===== src/rtl/posit_to_float_es3.sv =====
// posit_to_float_es3: converts a posit(32,3) operand to IEEE-754 binary32.
// Pipeline: an input capture register, then decode, round and pack stages.
// Results appear three clock cycles after the edge that captured start.
//
// Handshake: start is a valid-only strobe. Every cycle with start=1 is one
// conversion. There is no ready and no backpressure. done is high for one
// cycle per conversion. result and the four flags are meaningful only while
// done=1, and they hold their previous values while done=0.
module posit_to_float_es3 (
  input  logic        clk,
  input  logic        reset,
  input  logic        start,
  input  logic [31:0] in,
  output logic [31:0] result,
  output logic        inf,
  output logic        zero,
  output logic        overflow,
  output logic        underflow,
  output logic        done
);

  // Capture register. An X on an input bit becomes 0.
  logic        start_clean;
  logic [31:0] in_clean;
  logic        v0;
  logic [31:0] in_q;

  // Decode stage.
  logic               v1, sign1, nar1, zero1;
  logic signed [9:0]  scale1;
  logic [25:0]        frac1;

  // Round stage.
  logic               v2, sign2, nar2, zero2;
  logic signed [9:0]  scale2;
  logic [22:0]        frac2;

  // X-to-0 cleanup of the raw inputs before they are captured.
  always_comb begin
    start_clean = (start === 1'b1);
    for (int i = 0; i < 32; i++) in_clean[i] = (in[i] === 1'b1);
  end

  // Capture the strobe and operand on every edge. reset discards a start seen in the same cycle.
  always_ff @(posedge clk) begin
    if (reset) v0 <= 1'b0;
    else       v0 <= start_clean;
    in_q <= in_clean;
  end

  // Decode: magnitude, regime run length, exponent and left-aligned fraction.
  logic [30:0]       mag;
  logic [5:0]        run;
  logic              going;
  logic [28:0]       body;
  logic signed [9:0] k_d;
  logic signed [9:0] scale_d;
  always_comb begin
    mag   = in_q[31] ? 31'(-in_q[30:0]) : in_q[30:0];
    run   = 6'd0;
    going = 1'b1;
    for (int i = 30; i >= 0; i--) begin
      if (going && (mag[i] == mag[30])) run = run + 6'd1;
      else                              going = 1'b0;
    end
    // The regime always takes at least two bits (mag[30] and its terminator).
    // Shift the rest left so the exponent lands in body[28:26].
    body    = mag[28:0] << (run - 6'd1);
    k_d     = mag[30] ? ($signed({4'b0, run}) - 10'sd1) : -$signed({4'b0, run});
    scale_d = (k_d <<< 3) + $signed({7'b0, body[28:26]});
  end

  // Decode stage register.
  always_ff @(posedge clk) begin
    if (reset) v1 <= 1'b0;
    else       v1 <= v0;
    sign1  <= in_q[31];
    nar1   <= (in_q == 32'h8000_0000);
    zero1  <= (in_q == 32'h0000_0000);
    scale1 <= scale_d;
    frac1  <= body[25:0];
  end

  // Round 26 to 23 fraction bits, to nearest with ties to even.
  logic        inc;
  logic [23:0] sum;
  always_comb begin
    inc = frac1[2] & ((|frac1[1:0]) | frac1[3]);
    sum = {1'b0, frac1[25:3]} + {23'b0, inc};
  end

  // Round stage register. A carry out leaves the fraction at zero and bumps the scale.
  always_ff @(posedge clk) begin
    if (reset) v2 <= 1'b0;
    else       v2 <= v1;
    sign2  <= sign1;
    nar2   <= nar1;
    zero2  <= zero1;
    frac2  <= sum[22:0];
    scale2 <= scale1 + $signed({9'b0, sum[23]});
  end

  // Pack the binary32 word, saturating large scales and flushing small ones.
  logic [31:0] res_d;
  logic [3:0]  flags_d;  // {inf, zero, overflow, underflow}
  always_comb begin
    res_d   = {sign2, 8'(scale2 + 10'sd127), frac2};
    flags_d = 4'b0000;
    if (nar2) begin
      res_d   = 32'h7FC0_0000;
      flags_d = 4'b1000;
    end else if (zero2) begin
      res_d   = 32'h0000_0000;
      flags_d = 4'b0100;
    end else if (scale2 > 10'sd127) begin
      res_d   = {sign2, 31'h7F7F_FFFF};
      flags_d = 4'b0010;
    end else if (scale2 < -10'sd126) begin
      res_d   = {sign2, 31'h0};
      flags_d = 4'b0001;
    end
  end

  // Output register. It updates only when a conversion completes.
  always_ff @(posedge clk) begin
    if (reset) begin
      done      <= 1'b0;
      result    <= 32'h0;
      inf       <= 1'b0;
      zero      <= 1'b0;
      overflow  <= 1'b0;
      underflow <= 1'b0;
    end else begin
      done <= v2;
      if (v2) begin
        result                           <= res_d;
        {inf, zero, overflow, underflow} <= flags_d;
      end
    end
  end

endmodule


===== config.mk =====
export PLATFORM = sky130hd
export DESIGN_NAME = posit_to_float_es3
export DESIGN_NICKNAME = d
export VERILOG_FILES = /design/src/rtl/posit_to_float_es3.sv
export SDC_FILE = /design/constraint.sdc
export NUM_CORES = 1
export LEC_CHECK = 0
export BUFFER_PORTS_ARGS = -buffer_cell sky130_fd_sc_hd__buf_4
export CORE_MARGIN = 10
export CORE_UTILIZATION = 45
export DETAILED_ROUTE_END_ITERATION = 6
export PLACE_DENSITY = 0.6
export SLEW_MARGIN = 40
export SYNTH_ARGS = -nofsm -noshare
export SYNTH_HDL_FRONTEND = slang
export SYNTH_SLANG_ARGS = --single-unit

===== constraint.sdc =====
create_clock -name clk -period 29.1 [get_ports clk]
set_input_delay 5.82 -clock clk [delete_from_list [all_inputs] [get_ports clk]]
set_output_delay 5.82 -clock clk [all_outputs]
set_load 0.02 [all_outputs]

# After elaboration in Yosys (flattened, before gate mapping)

Index checks and enable logic that the tools add are counted.
Widths: inputs -> output; s select.

Bits in registers: 147
Bits in latches: 0
Memory bits (writable): 0
Bits in read-only memories: 0
Input port bits: 35
Output and inout port bits: 37
Logic and storage cells: 226
Memories kept: 0

Add/sub/neg operators: 37
Multiply operators: 0
Div/mod/pow operators: 0
$lt $le $gt $ge: 2
Eq/ne operators: 64
Shifts and indexed selects: 1
Mux-type cells: 69
Bitwise logic cells: 2
Reduce and logical (&&, ||, !) cells: 31

Operators by type and width:

| kind                 | count |
|---|---|
| $add 6x1->6 const B  | 29 |
| $mux 6               | 29 |
| $mux 31              | 3 |
| $mux 32              | 2 |
| $eqx 1x1->1 const B  | 33 |
| $eq 32x32->1 const B | 1 |
| $logic_not 32->1     | 1 |
| $neg 31->31          | 1 |
| $eq 1x1->1           | 30 |
| $mux 1               | 30 |
| $logic_and 1x1->1    | 29 |
| $shl 29x6->29        | 1 |
| $add 23x1->24        | 1 |
| $add 10x2->10        | 1 |
| $add 10x4->10        | 1 |
| $gt 10x8->1 const B  | 1 |
| $lt 10x8->1 const B  | 1 |
| $add 8x8->8 const B  | 1 |
| $mux 4               | 2 |
| $mux 7               | 1 |
| $neg 6->7            | 1 |
| $sub 6x1->7 const B  | 1 |
| $sub 6x1->6 const B  | 1 |
| $mux 2               | 2 |
| 3 further kinds      | 3 |

# Logic depth before layout (Yosys ltp)

Gate-level depths: netlist of run 1.

Depth in word-level cells: 65
Mapped depth: 97

# Worst setup path before layout of run 1

No wires, ideal clock.

Path type: register to register
Start point: register in_q[0]
End point: register frac1[16]
Data arrival time: 18717 ps
Required time: 28983 ps
Slack: 10266 ps
Cell stages (with the launch flop): 96
Period minus slack after synthesis: 18834 ps
Path through: dfxtp_1 clkbuf_1 inv_1 ha_1 or3b_2 nor4_1 a21o_1 xnor2_1 clkbuf_1 a21oi_1 nor2_1 a21oi_1 ha_1 a31o_2 ha_1 a22oi_1 inv_1 a21o_1 (+60 left out) o21ai_0 ha_1 mux2_2 ha_1 nor2b_1 o31ai_1 a41o_1 ha_1 mux2i_1 ha_1 inv_1 clkbuf_1 clkbuf_1 mux2i_1 mux2i_1 mux2_2 mux2i_1 nor2_1

Cells in the longest elaborated chain, start to end: 64
Elaborated cells on any way between the ends: 151
Classes of those cells: add/sub (31); eq/ne (30); shift (1); mux (60); reduce/logical (29)

Ends and longest elaborated chain:

| what                                                    | RTL line | RTL |
|---|---|---|
| start: declaration                                      | 26       | `logic [31:0] in_q;` |
| start signal: assignment                                | 48       | `in_q <= in_clean;` |
| $neg 31->31                                             | 59       | `mag = in_q[31] ? 31'(-in_q[30:0]) : in_q[30:0];` |
| $mux 31 (*)                                             | 59       |  |
| $eq 1x1->1                                              | 63       | `if (going && (mag[i] == mag[30])) run = run + 6'd1;` |
| $mux 2 / $mux 1 (equally long branches)                 | 63       |  |
| $add 6x1->6 / $logic_and 1x1->1 (equally long branches) | 63       |  |
| $mux 6 / $mux 1 (equally long branches)                 | 63       |  |
| $add 6x1->6 / $logic_and 1x1->1 (equally long branches) | 63       |  |
| $mux 6 / $mux 1 (equally long branches)                 | 63       |  |
| (+48 left out)                                          | -        |  |
| $add 6x1->6 / $logic_and 1x1->1 (equally long branches) | 63       |  |
| $mux 6 / $mux 1 (equally long branches)                 | 63       |  |
| $add 6x1->6 / $logic_and 1x1->1 (equally long branches) | 63       |  |
| $mux 6 / $mux 1 (equally long branches)                 | 63       |  |
| $add 6x1->6 / $logic_and 1x1->1 (equally long branches) | 63       |  |
| $mux 6                                                  | 63       |  |
| $sub 6x1->6                                             | 68       | `body = mag[28:0] << (run - 6'd1);` |
| $shl 29x6->29 (*)                                       | 68       |  |
| end signal: assignment                                  | 81       | `frac1 <= body[25:0];` |
| end: declaration                                        | 31       | `logic [25:0] frac1;` |

Mark *: on every way between the ends. The rest lies on a longest branch, timed or not.
A chain may end at the register's enable or synchronous reset.

# Final worst setup path of run 1

Start point: register in_q[0]
End point: register frac1[23]

Same word-level chain as after synthesis.

==> results of run 1 <==
## cell usage after synthesis (all sizes together) (17+ instances only)
cell type,number,area (um^2)
dfxtp,147,2940
nand2,139,524
nor2,132,503
o21ai,86,434
xnor2,86,768
a21oi,82,410
mux2i,82,833
xor2,50,460
nand3,49,245
nand2b,47,294
clkbuf,40,150
nor3,40,211
inv,39,146
ha,32,400
nor4,25,218
mux2,24,293
and2,20,126
buf,19,100
a31oi,18,119
and3,17,106
or3,17,111
## registers in the layout, summed over array words and instances, names as in the netlist
signal and cells:
scale2 10, underflow 1, overflow 1, frac1 26, sign1 1, zero2 1, frac2 23, inf 1
nar2 1, zero1 1, v2 1, in_q 32, result 32, done 1, v1 1, nar1 1
scale1 10, v0 1, zero 1, sign2 1
## kinds of logic after synthesis
logic type | after synthesis | share of synthesized area
AND/OR/NAND/NOR | 564 | 0.262
XOR/XNOR | 143 | 0.124
buffers and inverters | 99 | 0.0358
AO/OA/AOI/OAI | 311 | 0.179
flip-flops | 147 | 0.263
multiplexers | 106 | 0.101
adder cells (fa/ha/maj) | 32 | 0.0358
## worst register-to-register path: cells and delay by family (launching register included)
kind                     cells  cell delay (ps)
AO/OA/AOI/OAI               22             4610
adder cells (fa/ha/maj)     28             8860
buffers and inverters        8             1110
flip-flops                   1              380
multiplexers                16             3610
AND/OR/NAND/NOR             18             2610
## layout make-up
cell class / count / area share
multi-input cells: 1156 / 0.628
flip-flops and latches: 147 / 0.233
repair buffers: 81 / 0.0487
clock buffers: 17 / 0.0336
well taps: 324 / 0.0320
clock inverters: 15 / 0.0128
inverters: 40 / 0.0119
## stage by stage
stage,util,setup WS (ps)
floorplan,-,10270
finish,0.519,7880
CTS,0.518,7950
detailed placement,0.494,8020
global route,0.519,6450
global placement,0.493,8460
## path summary, 6_finish.rpt
path                                       from                   end  slack (ps)  cells after the start
worst max-delay path            in_q[0]$_DFF_P_  frac1[23]$_SDFF_PP0_        7880                     92
worst min register to register    zero1$_DFF_P_         zero2$_DFF_P_         330                      0
worst min-delay path              zero1$_DFF_P_         zero2$_DFF_P_         330                      0
worst max register to register  in_q[0]$_DFF_P_  frac1[23]$_SDFF_PP0_        7880                     92
## metal layers
layer | GRT usage | part of all wire
met4 | 0.0427 | 0.013
met1 | 0.231 | 0.46
met2 | 0.304 | 0.48
met3 | 0.0297 | 0.045
met5 | 0 | 0
## power groups by stage
| stage | registers, mW | clock network (mW) | logic (mW) |
|---|---|---|---|
| after global placement | 0.285 | 0 | 0.249 |
| after floorplan | 0.279 | 0 | 0.195 |
| after CTS | 0.281 | 0.222 | 0.253 |
| final | 0.281 | 0.217 | 0.253 |
| after detailed placement | 0.286 | 0 | 0.251 |
| after global routing | 0.288 | 0.230 | 0.283 |
==> flow_summary.yaml, run 1 <==
placement:
  place_inst: 1748
  place_area_um2: 12000
  routabilityCongestion: 0.912
  port-buffer-count: 71
  dp_hpwl_um: 22300
global_routing:
  grt_max_degree: 45
  grt_pass1_vias: 9421
  antenna_found_initial: 0
  grt_use_total: 0.179
  overflow: 0
  grt_first_pass_wirelength_um: 47300
power_and_ir_drop:
  p_seq_frac: 0.375
  switchingPower_mw: 0.271
  sw_frac_of_total: 0.361
  comb_power_share: 0.337
  p_leak_nw: 4.86
  internal_power_mw: 0.480
  clockPowerShare: 0.289
  p_per_area_nw_per_um2: 59.3
  power_mw: 0.751
  vdd_drop_max_v: 0.0000387
worst_setup_path:
  cp_top_family: "adder cells"
  path_max_fanout: 22
  cp-start-kind: "flop"
  required_ps: 29450
  crit_top_cell: "ha_1"
  critPathKind: "reg -> reg"
  cp.arrival_ps: 21570
  critical_path.slowest_cell: "ha_1"
  end_kind: "flop"
  slowest_delay_ps: 770
  path_buf_inv: 8
sta:
  setup-violations-final: 0
  final_hold_viol_count: 0
  timing.fmax_mhz: 47.1
  maxSlewHeadroom: 0.469
  slew_viol_final: 0
  setup_tns_ps: 0
  rsz0062_at_grt: "no"
  holdWs_ps: 330
  fin_crit_ps: 21220
  finClkSkew_ps: 20.6
  period_share: 0.729
  tightestPinTransition_ps: 793
logic_synthesis:
  synth_seq_cells: 147
  synth_nets: 1469
  synth-main-ff-cell: "dfxtp_1"
  synth_area_um2: 11200
  synth_edf_count: 0
  yosysSeqAreaShare: 0.263
  avgSynthCellArea_um2: 7.98
  synthCells: 1402
  synthArstFlopShare: 0
  ys_warn_count: 0
  yosys.cell_types.count: 95
clock_tree:
  root_buffer: "clkbuf_16"
  postCtsResizedCells: 0
  cts_tree: "built"
  cts.htree.levels: 4
  cts_max_path_buffers: 2
  post_cts_buffers: 0
  cts_hold_buffers: 0
  clk_latency_ps: 430
  clkSlewWorstSetupHoldPaths_ps: 70
  cts_buffers: 17
  cts_sinks: 147
cells_and_area:
  multi_input_area_um2: 7950
  final_cell_mix: "dfxtp_1 (147), nand2_1 (138), nor2_1 (129), o21ai_0 (83), a21oi_1 (82)"
  layout_commonest_cell: "dfxtp_1"
  fillers: 2411
  synthToLayoutAreaGrowth_pct: 13.0
  nNetsFinal: 1510
  finalInstanceArea_um2: 12700
  stdcell_count: 1780
  drive_above_1_share: 0.134
  insertedDiodeCount: 0
  seqCellArea_um2: 2940
detailed_routing:
  vias_per_cell: 5.61
  first_pass_iters: 5
  ant_nets: 0
  drtIter0Drc: 816
  totalWireLength_um: 28400
  drc: 0
  routed-via-count: 9980
  routedWlPerCell_um: 16.0
die:
  die_x_um: 178
  design.portCount: 72
  die_area_um2: 31600
  core_um2: 24400
  die_y_um: 178
  start_util: 0.459
  rows: 57
min_path:
  hold_class: "reg -> reg"
run_status:
  outcome: "finished clean"
job:
  max-cap-violations: 0
No activity file was read; power rests on OpenSTA's default activity.
==> run 2, diff against run 1 <==
Settings changed: PLACE_DENSITY 0.6 to 0.62.
Clock period 29.1 ns to 19.47 ns, I/O delays scaled along.
==> run 2 against run 1 <==
  * Final cell count up 2.5%
  * Setup slack worse by 7200 ps
  * Power up 57%
  * Combinational power up 70%
  * Sequential power up 50%
  * Non-clock buffer count up 44
  * Clock skew down 3.6 ps
  * Sequential share of layout area down 1.2 points
  * Critical endpoint unchanged
  * Largest power group is now combinational logic
  * Highest routed layer unchanged
==> flow_summary.yaml, run 2 (synthesis results as in run 1) <==
sta:
  period_share: 0.964
  tightestPinTransition_ps: 713
  timing.fmax_mhz: 53.3
  setup-violations-final: 0
  fin_ws_ps: 709
  maxSlewHeadroom: 0.521
  slew_viol_final: 0
  setup_tns_ps: 0
  fin_crit_ps: 18760
  final_hold_viol_count: 0
  finClkSkew_ps: 17.0
detailed_routing:
  first_pass_iters: 5
  routedWlPerCell_um: 16.3
  vias_per_cell: 5.64
  totalWireLength_um: 29800
  ant_nets: 0
  routed-via-count: 10300
  drc: 0
  drtIter0Drc: 709
die:
  core_um2: 24400
  die_area_um2: 31600
  die_y_um: 178
  rows: 57
  die_x_um: 178
  design.portCount: 72
  start_util: 0.459
min_path:
  hold_class: "reg -> reg"
  min_delay_path_depth: 0
  hold_start: "sign1$_DFF_P_"
  min_to: "sign2$_DFF_P_"
worst_setup_path:
  critical_path.slowest_cell: "or4_4"
  reg2regPathDepth: 92
  crit_top_cell: "ha_1"
  slowest_delay_ps: 590
  required_ps: 19830
  cp-start-kind: "flop"
  end_kind: "flop"
  cp.arrival_ps: 19120
  critPathKind: "reg -> reg"
  path_max_fanout: 13
  r2r-end: "frac1[23]$_SDFF_PP0_"
  r2r_start: "in_q[14]$_DFF_P_"
  r2r_slack_ps: 710
cells_and_area:
  finalInstanceArea_um2: 13400
  synthToLayoutAreaGrowth_pct: 19.9
  stdcell_count: 1824
  layout_commonest_cell: "dfxtp_1"
  nNetsFinal: 1554
  final_cell_mix: "dfxtp_1 (139), nand2_1 (137), nor2_1 (127), buf_4 (119), a21oi_1 (80)"
  reg_top3: "in_q x32, result x32, frac1 x26"
  fillers: 2335
  drive_above_1_share: 0.197
  insertedDiodeCount: 0
placement:
  routabilityCongestion: 0.951
  pre_cts_slack_ps: -246
  place_inst: 1774
  place_area_um2: 12300
  port-buffer-count: 71
  dp_hpwl_um: 23000
power_and_ir_drop:
  p_leak_nw: 5.14
  p_per_area_nw_per_um2: 88.0
  power_mw: 1.18
  vdd_drop_max_v: 0.0000526
global_routing:
  overflow: 0
  grt_pass1_vias: 9612
  grt_max_degree: 45
  antenna_found_initial: 0
  grt_first_pass_wirelength_um: 47900
  grt_use_total: 0.182
clock_tree:
  clkSlewWorstSetupHoldPaths_ps: 70
  cts_max_path_buffers: 2
  cts_buffers: 17
  cts.htree.levels: 4
  cts_tree: "built"
  cts_hold_buffers: 0
  root_buffer: "clkbuf_16"
  clk_latency_ps: 430
  cts_sinks: 147
job:
  max-cap-violations: 0
run_status:
  outcome: "finished clean"
-- run 2: changes by cell type in the layout (fill, tap and decap cells not counted), moves of 4 or more --
cell	change
buf_12	+5
buf_4	+39
dfxtp_1	-8
dfxtp_2	+6
ha_1	-11
ha_4	+10
inv_1	-4
mux2i_1	-9
mux2i_2	+8
nor4_4	+5
o21ai_0	-4
-- run 2: what timing repair did --
| action | in CTS | in global routing |
|---|---|---|
| endpoints found under the setup margin | 23 | 35 |
| setup buffers | 2 | 16 |
| gates resized for setup | 15 | 65 |
| pin swaps | 0 | 25 |
-- run 2: worst max path at each step --
| stage | from | to | slack (ps) | cells past startpoint |
|---|---|---|---|---|
| global placement | in_q[13]$_DFF_P_ | frac1[24]$_SDFF_PP0_ | 310 | 90 |
| CTS | in_q[0]$_DFF_P_ | frac1[24]$_SDFF_PP0_ | 30 | 93 |
| detailed placement | in_q[0]$_DFF_P_ | scale1[1]$_SDFF_PP0_ | -250 | 95 |
| global route | in_q[14]$_DFF_P_ | frac1[16]$_SDFF_PP0_ | -110 | 92 |
| floorplan | in_q[0]$_DFF_P_ | frac1[16]$_SDFF_PP0_ | 640 | 95 |
| finish | in_q[14]$_DFF_P_ | frac1[23]$_SDFF_PP0_ | 710 | 92 |
-- run 2: area by class of cell --
| type | count | area, um^2 | share of cell area |
|---|---|---|---|
| Clock buffer | 18 | 429 | 0.0320 |
| Clock inverter | 14 | 151 | 0.0113 |
| Inverter | 40 | 154 | 0.0115 |
| Multi-Input combinational cell | 1156 | 8320 | 0.620 |
| Sequential cell | 147 | 2960 | 0.220 |
| Tap cell | 324 | 405 | 0.0302 |
| Timing Repair Buffer | 125 | 1000 | 0.0749 |
-- run 2: per-layer routing --
layer | part of all wire | up-vias | global-route usage
li1 | - | 5209 | -
met1 | 0.46 | 4860 | 0.230
met2 | 0.48 | 202 | 0.315
met3 | 0.042 | 24 | 0.0321
met4 | 0.012 | 0 | 0.0448
met5 | 0 | - | 0
-- run 2: per-stage QoR --
step,hold slack [ps],util
2_1_floorplan,310,-
3_3_place_gp,311,0.503
5_1_grt,333,0.550
4_1_cts,318,0.531
3_5_place_dp,312,0.503
6_report,318,0.550
-- run 2: critical path, delay by kind of cell, from the launching register on --
kind	cells	cell delay, ps
fa+ha+maj	27	7500
mux	18	4130
compound gates	21	3580
simple gates	16	2160
buf+inv	10	900
flops	1	370
-- run 2: where the power goes --
group	internal, mW	switching [mW]	leakage [nW]
Sequential	0.374	0.0473	1.22
Combinational	0.197	0.234	3.63
Clock	0.190	0.139	0.281
Total	0.761	0.421	5.14
